<file path="config.mk">
export PLATFORM = sky130hd
export DESIGN_NAME = mem_arbiter
export DESIGN_NICKNAME = d
export VERILOG_FILES = /design/src/rtl/mem_arbiter.sv
export SDC_FILE = /design/constraint.sdc
export NUM_CORES = 1
export LEC_CHECK = 0
export ABC_AREA = 1
export BUFFER_PORTS_ARGS = -buffer_cell sky130_fd_sc_hd__buf_2
export CAP_MARGIN = 20
export CORE_ASPECT_RATIO = 0.9
export CORE_UTILIZATION = 39
export DETAILED_ROUTE_END_ITERATION = 7
export MAX_ROUTING_LAYER = met4
export PLACE_DENSITY_LB_ADDON = 0.2
export SLEW_MARGIN = 5
export SYNTH_ARGS = -nofsm -noshare
export SYNTH_HDL_FRONTEND = slang
export SYNTH_SLANG_ARGS = --single-unit
export TNS_END_PERCENT = 30
</file>
<file path="constraint.sdc">
create_clock -name clk -period 1.6 [get_ports clk]
set_clock_uncertainty 0.05 [all_clocks]
set_input_delay 0.16 -clock clk [delete_from_list [all_inputs] [get_ports clk]]
set_output_delay 0.16 -clock clk [all_outputs]
set_load 0.005 [all_outputs]
</file>
<file path="src/rtl/mem_arbiter.sv">
// Two-master arbiter in front of the memory controller: instruction fetch and
// load/store ports share one request bus, with a per-transaction timeout fault.
module mem_arbiter #(
    parameter bit          RR_ENABLE = 1'b1,
    parameter int unsigned TIMEOUT   = 64
) (
    input  logic        clk,
    input  logic        rst,
    input  logic [31:0] i_addr,
    input  logic        i_read_valid,
    output logic [31:0] i_read_data,
    output logic        i_ready,
    output logic        i_fault,
    input  logic [31:0] d_addr,
    input  logic        d_read_valid,
    input  logic        d_write_valid,
    input  logic [31:0] d_write_data,
    input  logic [1:0]  d_width,
    output logic [31:0] d_read_data,
    output logic        d_ready,
    output logic        d_fault,
    output logic [31:0] mem_addr,
    output logic        mem_read_valid,
    output logic        mem_write_valid,
    output logic [31:0] mem_write_data,
    output logic [1:0]  mem_width,
    input  logic [31:0] mem_read_data,
    input  logic        mem_ready
);

    localparam int unsigned CW = $clog2(TIMEOUT);
    localparam logic [CW-1:0] CNT_LAST = CW'(TIMEOUT - 1);

    typedef enum logic [1:0] {
        IDLE,
        BUSY_I,
        BUSY_D
    } state_t;

    state_t        state, state_nx;
    logic          last_d;
    logic [CW-1:0] cnt;
    logic [31:0]   cap_addr;
    logic [31:0]   cap_wdata;
    logic [1:0]    cap_width;
    logic          cap_write;

    logic i_pend, d_pend, grant_d, busy, expire, done, act;

    always_comb begin
        i_pend   = i_read_valid;
        d_pend   = d_read_valid | d_write_valid;
        // Ties go to whichever port did not win last time, or always to D.
        grant_d  = d_pend && (!i_pend || !RR_ENABLE || !last_d);
        busy     = (state != IDLE);
        expire   = busy && !mem_ready && (cnt == CNT_LAST);
        done     = busy && (mem_ready || expire);
        state_nx = state;
        case (state)
            IDLE: begin
                if (i_pend || d_pend) begin
                    state_nx = grant_d ? BUSY_D : BUSY_I;
                end
            end
            BUSY_I, BUSY_D: begin
                if (done) begin
                    state_nx = IDLE;
                end
            end
            default: state_nx = IDLE;
        endcase
    end

    always_ff @(posedge clk) begin
        if (rst) begin
            state <= IDLE;
        end else begin
            state <= state_nx;
        end
    end

    always_ff @(posedge clk) begin
        if (rst) begin
            last_d    <= 1'b1;
            cnt       <= '0;
            cap_addr  <= '0;
            cap_wdata <= '0;
            cap_width <= '0;
            cap_write <= 1'b0;
        end else if (state == IDLE) begin
            cnt <= '0;
            if (i_pend || d_pend) begin
                last_d <= grant_d;
                if (grant_d) begin
                    cap_addr  <= d_addr;
                    cap_wdata <= d_write_data;
                    cap_width <= d_width;
                    cap_write <= d_write_valid;
                end else begin
                    cap_addr  <= i_addr;
                    cap_wdata <= '0;
                    cap_width <= 2'd2;
                    cap_write <= 1'b0;
                end
            end
        end else begin
            cnt <= done ? '0 : cnt + CW'(1);
        end
    end

    // Everything towards both sides is gated by rst so a completion arriving
    // in the reset cycle is dropped.
    always_comb begin
        act             = busy && !rst;
        mem_addr        = act ? cap_addr : '0;
        mem_width       = act ? cap_width : '0;
        mem_write_data  = act ? cap_wdata : '0;
        mem_read_valid  = act && !cap_write;
        mem_write_valid = act && cap_write;
        i_ready         = act && (state == BUSY_I) && done;
        i_fault         = act && (state == BUSY_I) && expire;
        d_ready         = act && (state == BUSY_D) && done;
        d_fault         = act && (state == BUSY_D) && expire;
        i_read_data     = (act && (state == BUSY_I) && mem_ready) ? mem_read_data : '0;
        d_read_data     = (act && (state == BUSY_D) && mem_ready && !cap_write) ? mem_read_data : '0;
    end

endmodule

</file>
==> flow_summary.ini <==
[outcome]
status = finished with violations
violations = design-rule violations, negative setup slack

[setup_path]
worstPathArrival_ns = 1.73
crit_family = buffers and inverters
crit_chain = inv_2 -> ha_4 -> nor2_4 -> buf_4 -> buf_6 -> nand3_4 -> clkbuf_16 -> nor2_1 -> buf_2
rr_worst_depth = 10
crit_required_ns = 1.39
path_buf_inv = 5
rr_startpoint = state[1]$_SDFFE_PP0P_
startpoint_type = flip-flop
crit_type = reg -> out
rr_endpoint = state[0]$_SDFFE_PP0P_
r2r_setup_slack_ns = 0.02
cpMaxStageDelayCell = dfxtp_2
slowest_delay_ns = 0.33
critPathMaxFanout = 16
cp-end-kind = primary output

[yosys]
synth_edf_count = 0
synthFlopType = dfxtp_1
ys_ff_latch = 76
synth_area_leader_cell = dfxtp_1
synth_cells = 641
synthTopCellsByArea = dfxtp_1, nor2_1, a21oi_1
yosys-top-cells-count = nor2_1, inv_1, nand2_1
yosysWarnings = 0
syn_nets = 781
seq_area_frac_synth = 0.363
netlist.area_leader.share = 0.363
synth.avg_cell_area_sq_um = 6.54
netlist_area_sq_mm = 0.00419
async_reset_ff_frac = 0
synth.most_common_cell = nor2_1
yosys.cell_types.count = 32

[die]
coreArea_sq_mm = 0.0103
dieHeight_um = 100
dieArea_sq_mm = 0.0112
ios = 272
initial_utilization = 0.405
fp.dieW_um = 111
rows = 35

[final_layout]
fill_cells = 972
area_growth_pct = 55.8
final_cell_area_sq_mm = 0.00653
final_util = 0.632
layoutNonFillerInstCount = 1052
drive_above_1_share = 0.466
nets = 1058

[global_route]
grt_max_degree = 58
grt.total_usage = 0.244
grt_pass1_wl_um = 21100
grt_pass1_vias = 4290
antenna_found_initial = 1
grt_overflow = 0

[timing]
max_freq_mhz = 516
slew_headroom = 0.649
hold_viol = 0
hold_ws_ns = 0.0281
tightest_slew_ns = 0.526
rsz0062_at_grt = true
slew_violations = 0
period_needed_ns = 1.94
setup_tns_ns = -32.98
period_share = 1.21
finalSetupViolCount = 135
fin_ws_ns = -0.336

[hold_path]
min_to = cap_addr[22]$_SDFFE_PP0P_
min_from = d_addr[22]
hold_depth = 3
hold_path.class = in -> reg

[clock_network]
cts.path.max_buffers = 2
cts_buffers = 9
h-tree-depth = 3
cts_hold_buf = 0
clk_latency_ns = 0.32
root_buffer = clkbuf_16
cts_tree = yes
clk_pin_slew_ns = 0.06
clock-sinks = 76

[drt]
viasPerCell = 4.63
drt_iter0_drc = 252
via_count = 4874
drc_errors = 36
routedWlPerCell_um = 13.5
ant_nets = 0
first_pass_iters = 6
routed_wl_um = 14200

[place]
dp.cells = 1021
placed_area_sq_mm = 0.00568
routabilityCongestion = 0.879
io_buffers = 271
place_hpwl_um = 9330
post-place-ws_ns = 0.00767

[flow_run]
cap_violations = 0

[power_and_ir_drop]
vdd_ir_drop_max_mv = 0.856
leakage_nw = 3.33
power_mw = 8.34
cellPowerDensity_mw_per_mm2 = 1280
## registers in the layout, indices dropped and copies added, names as in the netlist
signal,cells
cnt,6
cap_wdata,32
state,2
cap_addr,32
cap_width,2
last_d,1
cap_write,1
## tightest hold or removal path, delay by kind of cell
kind                   cells  cell delay (ns)
buffers and inverters      1             0.09
AO/OA/AOI/OAI              1             0.05
AND/OR/NAND/NOR            1             0.05
## worst max path at each step
stage	from	endpoint	slack [ns]	cells past startpoint
3_5_place_dp	state[0]$_SDFFE_PP0P_	d_read_data[26]	0.008	9
6_report	state[1]$_SDFFE_PP0P_	i_read_data[2]	-0.34	9
4_1_cts	state[0]$_SDFFE_PP0P_	d_read_data[11]	-0.30	10
3_3_place_gp	state[0]$_SDFFE_PP0P_	d_read_data[23]	0.07	9
2_1_floorplan	state[0]$_SDFFE_PP0P_	d_read_data[2]	0.07	8
5_1_grt	state[1]$_SDFFE_PP0P_	d_read_data[30]	-0.41	10
## repair_timing
item | 4_1_cts | 5_1_grt
gates resized for setup | 34 | 60
setup buffers | 7 | 1
cloned | 4 | 3
pin swaps | 3 | 20
endpoints found under the setup margin | 135 | 194
## layer usage
metal	track usage	share of wire	vias to the layer above
met1	0.280	0.41	2174
li1	-	-	2492
met3	0.0543	0.065	26
met4	0.0811	0.026	0
met5	-	0	-
met2	0.424	0.50	182
## layout by cell type (no fill, tap or decap), types with 3 or more instances in the layout
master,netlist,layout
nor2_4,2,19
o21ai_0,30,24
nor2_1,134,91
buf_6,4,3
dfxtp_1,76,74
nand3_1,6,4
o21ai_1,3,9
nand2_2,12,12
clkbuf_16,0,12
buf_4,7,14
buf_12,1,9
ha_1,4,3
nand2_1,102,102
nor2_2,9,35
a21oi_1,82,76
inv_2,4,6
inv_1,106,104
buf_2,18,271
a21oi_2,20,26
clkinvlp_4,0,3
## area by class of cell
type,instances,area [sq um],share of cell area
multi-input combinational,414,2230,0.342
timing repair buffer,305,1890,0.289
sequential,76,1520,0.233
inverter,112,423,0.0648
clock buffer,10,239,0.0366
tap,129,161,0.0247
clock inverter,5,61.3,0.00939
antenna,1,2.50,0.000383
## power breakdown
group / internal (mW) / switching [mW]
Combinational: 1.51 / 2.13
Clock: 1.25 / 0.802
Sequential: 2.41 / 0.239
Total: 5.17 / 3.17
## cells by family after synthesis
logic type | after synthesis | share of synthesized area
AOI/OAI and AO/OA | 137 | 0.185
and+or+nand+nor | 270 | 0.270
buffers and inverters | 151 | 0.164
adders and majority gates | 4 | 0.0119
DFF | 76 | 0.363
xor gates and xnor gates | 3 | 0.00627
Power figures use the tool's default switching activity.
